### src/rtl/fir_tap_pair_feeder.sv
// fir_tap_pair_feeder
// Circular tap buffer for the antisymmetric FIR datapath. Every accepted
// sample is written into the buffer, then the tap pairs
// (x[n-k], x[n-(TAPS-1-k)]) are streamed out one per handshake to the
// downstream subtractor.
// Build option: define FIR_PAIR_INVERT_EN to present ~x[n-(TAPS-1-k)] on
// pair_b with pair_cin=1, so the next stage can compute a-b as a + ~b + 1.
module fir_tap_pair_feeder #(
    parameter int DATAWIDTH = 8,
    parameter int TAPS      = 16,
    parameter int IDXW      = $clog2(TAPS/2)
) (
    input  logic                 clk,
    input  logic                 rst,
    input  logic [DATAWIDTH-1:0] in_data,
    input  logic                 in_valid,
    output logic                 in_ready,
    output logic [DATAWIDTH-1:0] pair_a,
    output logic [DATAWIDTH-1:0] pair_b,
    output logic                 pair_cin,
    output logic [IDXW-1:0]      pair_idx,
    output logic                 pair_last,
    output logic                 pair_valid,
    input  logic                 pair_ready,
    output logic                 busy
);

    // Pointer width is one bit wider than the pair index because TAPS is even.
    localparam int PW = IDXW + 1;
    localparam logic [PW-1:0]   LAST_AGE = PW'(TAPS - 1);
    localparam logic [PW:0]     TAPS_EXT = (PW+1)'(TAPS);
    localparam logic [IDXW-1:0] LAST_IDX = IDXW'(TAPS/2 - 1);

    typedef enum logic [0:0] {
        IDLE = 1'b0,
        EMIT = 1'b1
    } state_t;

    state_t                 state_q, state_d;
    logic [DATAWIDTH-1:0]   mem_q [TAPS];
    logic [PW-1:0]          wr_ptr_q;
    logic [DATAWIDTH-1:0]   a_q, b_q;
    logic [IDXW-1:0]        idx_q, idx_d;
    logic                   last_q;

    logic                   accept_s;
    logic                   load_s;
    logic [PW-1:0]          wr_next_s;
    logic [PW-1:0]          rd_ptr_s;
    logic [DATAWIDTH-1:0]   a_raw_s, b_raw_s, b_sel_s;

    // Physical slot of the sample that is 'age' samples older than slot 'ptr';
    // the wrap is explicit so TAPS need not be a power of two.
    function automatic logic [PW-1:0] age_addr(input logic [PW-1:0] ptr,
                                               input logic [PW-1:0] age);
        if (ptr >= age) begin
            age_addr = ptr - age;
        end else begin
            age_addr = PW'({1'b0, ptr} + TAPS_EXT - {1'b0, age});
        end
    endfunction

    // Optional one's-complement of the older tap for the a + ~b + 1 subtractor.
    function automatic logic [DATAWIDTH-1:0] b_condition(input logic [DATAWIDTH-1:0] x);
`ifdef FIR_PAIR_INVERT_EN
        b_condition = ~x;
`else
        b_condition = x;
`endif
    endfunction

`ifdef FIR_PAIR_INVERT_EN
    assign pair_cin = 1'b1;
`else
    assign pair_cin = 1'b0;
`endif

    // While rst is high nothing may be accepted, so in_ready is forced low.
    assign in_ready   = (state_q == IDLE) && !rst;
    assign pair_valid = (state_q == EMIT);
    assign busy       = (state_q == EMIT);
    assign pair_a     = a_q;
    assign pair_b     = b_q;
    assign pair_idx   = idx_q;
    assign pair_last  = last_q;

    // Next state, next pair index and the tap read for the pair being loaded.
    always_comb begin
        state_d  = state_q;
        idx_d    = idx_q;
        load_s   = 1'b0;
        accept_s = 1'b0;
        case (state_q)
            IDLE: begin
                if (in_valid) begin
                    accept_s = 1'b1;
                    load_s   = 1'b1;
                    idx_d    = {IDXW{1'b0}};
                    state_d  = EMIT;
                end else begin
                    state_d  = IDLE;
                end
            end
            EMIT: begin
                if (pair_ready && last_q) begin
                    state_d = IDLE;
                end else if (pair_ready) begin
                    idx_d  = idx_q + IDXW'(1);
                    load_s = 1'b1;
                end else begin
                    state_d = EMIT;
                end
            end
            default: begin
                state_d = IDLE;
            end
        endcase

        wr_next_s = (wr_ptr_q == LAST_AGE) ? {PW{1'b0}} : wr_ptr_q + PW'(1);
        // On accept the newest slot is the one being written this edge.
        rd_ptr_s  = accept_s ? wr_next_s : wr_ptr_q;
        if (accept_s) begin
            a_raw_s = in_data;
        end else begin
            a_raw_s = mem_q[age_addr(rd_ptr_s, {1'b0, idx_d})];
        end
        // The oldest tap of the k=0 pair is never the slot being written.
        b_raw_s = mem_q[age_addr(rd_ptr_s, LAST_AGE - {1'b0, idx_d})];
        b_sel_s = b_condition(b_raw_s);
    end

    // State, tap buffer, write pointer and registered pair outputs.
    always_ff @(posedge clk) begin
        if (rst) begin
            state_q  <= IDLE;
            wr_ptr_q <= LAST_AGE;
            a_q      <= {DATAWIDTH{1'b0}};
            b_q      <= {DATAWIDTH{1'b0}};
            idx_q    <= {IDXW{1'b0}};
            last_q   <= 1'b0;
            for (int i = 0; i < TAPS; i++) begin
                mem_q[i] <= {DATAWIDTH{1'b0}};
            end
        end else begin
            state_q <= state_d;
            if (accept_s) begin
                mem_q[wr_next_s] <= in_data;
                wr_ptr_q         <= wr_next_s;
            end
            if (load_s) begin
                a_q    <= a_raw_s;
                b_q    <= b_sel_s;
                idx_q  <= idx_d;
                last_q <= (idx_d == LAST_IDX);
            end
        end
    end

endmodule

### config.mk
export PLATFORM = sky130hd
export DESIGN_NAME = fir_tap_pair_feeder
export DESIGN_NICKNAME = d
export VERILOG_FILES = /design/src/rtl/fir_tap_pair_feeder.sv
export SDC_FILE = /design/constraint.sdc
export NUM_CORES = 1
export LEC_CHECK = 0
export CAP_MARGIN = 20
export CORE_UTILIZATION = 59
export DETAILED_ROUTE_END_ITERATION = 16
export MAX_ROUTING_LAYER = met4
export PLACE_DENSITY = 0.78
export SLEW_MARGIN = 20
export SYNTH_ARGS = -nofsm -noshare
export SYNTH_HDL_FRONTEND = slang
export SYNTH_SLANG_ARGS = --single-unit
export TNS_END_PERCENT = 1
### constraint.sdc
create_clock -name clk -period 3.73 [get_ports clk]
set_input_delay 0.373 -clock clk [delete_from_list [all_inputs] [get_ports clk]]
set_output_delay 0.373 -clock clk [all_outputs]
set_load 0.1 [all_outputs]
==> reports/qor.yml <==
outcome:
  status: "finished, final reports clean"
clocking:
  htreeDepth: 4
  cts_tree: "built"
  post_cts_resize_count: 0
  postCtsSetupBuffers: 0
  clkTransAtPathRegs_ns: 0.06
  cts_buffer_depth: 2
  cts_buffers: 17
  hold_buffers: 0
  clk_latency_ns: 0.43
  root_buffer: "clkbuf_16"
  clkSinkCount: 153
pwr:
  ir_worst_vdd_uv: 405
  power.switching_uw: 1740
  switching_share_pct: 31.7
  power_frac_comb_pct: 30.7
  finalPower_uw: 5480
  seqPwrFrac_pct: 37.1
  p_leak_uw: 0.00373
  power.density_nw_per_um2: 562
  p_int_uw: 3740
  p_clk_share_pct: 32.3
yosys:
  synth-seq-cells: 153
  synth_largest_area_cell: "edfxtp_1"
  synthDistinctLibCells: 54
  synth_top_cell_area_share_pct: 45.6
  synthArstFlopShare_pct: 0
  synth_edf_count: 128
  avgSynthCellArea_um2: 13.5
  yosys-top-cells-area: "edfxtp_1 (46%), mux4_2 (17%), and2_1 (9.5%)"
  ys_seq_area_share_pct: 51.6
  synthesis.nets: 649
  synth_cells: 623
  synthTopCellsByCount: "and2_1 (128), edfxtp_1 (128), mux4_2 (64)"
  yosysWarningCount: 0
  synth-main-ff-cell: "edfxtp_1"
  syn-cell-area_um2: 8430
critical_path:
  end_kind: "flop"
  regToRegSetupSlack_ns: 0.26
  crit-reg2reg-launch: "wr_ptr_q[1]$_SDFF_PP1_"
  r2r-end: "pair_a[6]$_SDFFE_PP0P_"
  r2r_cells: 11
  critical_path_class: "reg -> reg"
  cp-start-kind: "flop"
  cp-startpoint: "wr_ptr_q[1]$_SDFF_PP1_"
  arrival_ns: 3.75
  endpoint: "pair_a[6]$_SDFFE_PP0P_"
  critPathRequiredTime_ns: 4.01
  crit_fanout: 32
sta:
  period_needed_ns: 3.47
  max_freq_ghz: 0.288
  maxSlewViolCount: 0
  period_share_pct: 93.0
  finalSetupTns_ns: 0
  setup_viol: 0
  skew_ns: 0.00591
  worst_slack_ns: 0.260
  hold_viol: 0
  tightest_slew_ns: 0.972
  slew_headroom_pct: 35.0
  rsz0062_at_grt: "no"
worst_hold_path:
  hold_class: "reg -> reg"
  min_path_cells: 2
global_route:
  grt_overflow: 0
  grt_max_degree: 33
  grt_pass1_wl_um: 34300
  grt_antenna_before_repair: 0
  grt_pass1_vias: 5857
  grt_util_all_layers_pct: 33.8
detailed_routing:
  num_vias: 5865
  drtIter0Drc: 854
  remaining_drc_errors: 0
  totalWireLength_um: 22600
  firstDrtPassIters: 5
  final_antenna_net_count: 0
  routed_via_density: 6.80
  wl_per_cell_um: 26.2
place:
  port_buffers: 34
  placed_cells: 833
  gp_congestion: 0.938
  hpwl_um: 15200
  dp_slack_ns: -0.000382
cells_and_area:
  drive_gt1_share_pct: 22.3
  final_util_pct: 70.1
  antenna_cells: 0
  nFillCells: 920
  area_delta_synth_final_pct: 15.5
  fin_cells: 863
  final_nets: 698
floorplan:
  die-area_um2: 14800
  start_util_pct: 60.7
  io_pins: 36
  die_w_um: 122
  num_rows: 43
  core_um2: 13900
  die_h_um: 122
job:
  max_cap_viol_count: 0
[power by group through the flow]
stage | combinational (uW) | sequential (uW) | clock (uW)
floorplan | 968 | 2270 | 0
CTS | 1660 | 2030 | 1770
global placement | 1620 | 2050 | 0
finish | 1680 | 2030 | 1770
detailed placement | 1640 | 2060 | 0
global route | 1740 | 2040 | 1840
[worst min path at each step]
stage | slack (ns) | start | end
2_1_floorplan | 0.57 | wr_ptr_q[3]$_SDFF_PP1_ | wr_ptr_q[3]$_SDFF_PP1_
3_3_place_gp | 0.51 | pair_b[2]$_SDFFE_PP0P_ | pair_b[2]$_SDFFE_PP0P_
3_5_place_dp | 0.52 | pair_b[2]$_SDFFE_PP0P_ | pair_b[2]$_SDFFE_PP0P_
4_1_cts | 0.54 | pair_b[2]$_SDFFE_PP0P_ | pair_b[2]$_SDFFE_PP0P_
5_1_grt | 0.56 | pair_b[2]$_SDFFE_PP0P_ | pair_b[2]$_SDFFE_PP0P_
6_report | 0.54 | pair_b[2]$_SDFFE_PP0P_ | pair_b[2]$_SDFFE_PP0P_
[layout make-up]
cell class                 instances  area [um^2]  share of cell area [%]
clock buffer                      19          433                    4.45
clock inverter                    11          155                    1.59
inverter                          10         37.5                   0.386
multi-input combinational        419         3860                    39.6
sequential                       153         4350                    44.7
tap                              180          225                    2.31
timing repair buffer              71          678                    6.97
[per-layer routing]
layer / vias to the layer above / share of wire [%] / GRT usage (%)
met5: - / 0 / -
met4: 0 / 4.2 / 15.7
met3: 89 / 12 / 10.5
met2: 411 / 46 / 49.0
met1: 2905 / 38 / 43.8
li1: 2460 / - / -
[state kept, by name, indices dropped and copies added, names as in the netlist]
name       cells
busy           1
mem_q        128
pair_a         8
pair_b         8
pair_idx       3
pair_last      1
wr_ptr_q       4
[critical path, cell delays in order, from the launching register on]
cell and delay, ns:
dfxtp_1 0.46, ha_1 0.46, a311oi_1 0.17, a21oi_1 0.25, buf_4 0.17, ha_4 0.13, fa_1 0.47, buf_12 0.20
mux4_2 0.28, mux2i_1 0.12, o211a_1 0.15, nor4_1 0.42
[cells in the final DEF, fill, tap and decap left out, types with 6 or more instances in the layout]
| master | Yosys | routed |
|---|---|---|
| and3_1 | 6 | 6 |
| inv_1 | 8 | 8 |
| dfxtp_1 | 25 | 23 |
| mux4_2 | 64 | 64 |
| nor2_1 | 37 | 37 |
| mux2_2 | 8 | 8 |
| mux2i_1 | 22 | 22 |
| nand2b_1 | 6 | 6 |
| clkbuf_16 | 0 | 17 |
| and2_1 | 128 | 128 |
| ha_1 | 12 | 11 |
| o21ai_0 | 27 | 27 |
| buf_4 | 8 | 33 |
| a21oi_1 | 15 | 15 |
| clkdlybuf4s50_1 | 0 | 33 |
| nand3_1 | 7 | 7 |
| nor4_1 | 13 | 13 |
| edfxtp_1 | 128 | 128 |
| nand2_1 | 17 | 17 |
[stage by stage]
stage,instance area [um^2],hold WS (ns)
global placement,9150,0.511
finish,9740,0.541
global route,9740,0.561
floorplan,8430,0.568
detailed placement,9150,0.523
CTS,9740,0.536
[logic make-up (layout without fill, tap and decap cells)]
| logic type | after synthesis | in the layout | share of synthesized area (%) |
|---|---|---|---|
| AND/OR/NAND/NOR | 236 | 236 | 16.2 |
| adder cells (fa/ha/maj) | 14 | 14 | 2.26 |
| multiplexers | 94 | 94 | 20.8 |
| other | 1 | 1 | 0.0445 |
| flip-flops | 153 | 153 | 51.6 |
| buffers and inverters | 51 | 111 | 3.00 |
| XOR/XNOR | 3 | 3 | 0.312 |
| AO/OA/AOI/OAI | 71 | 71 | 5.89 |
Note: power is estimated with default switching activity, not from simulation.
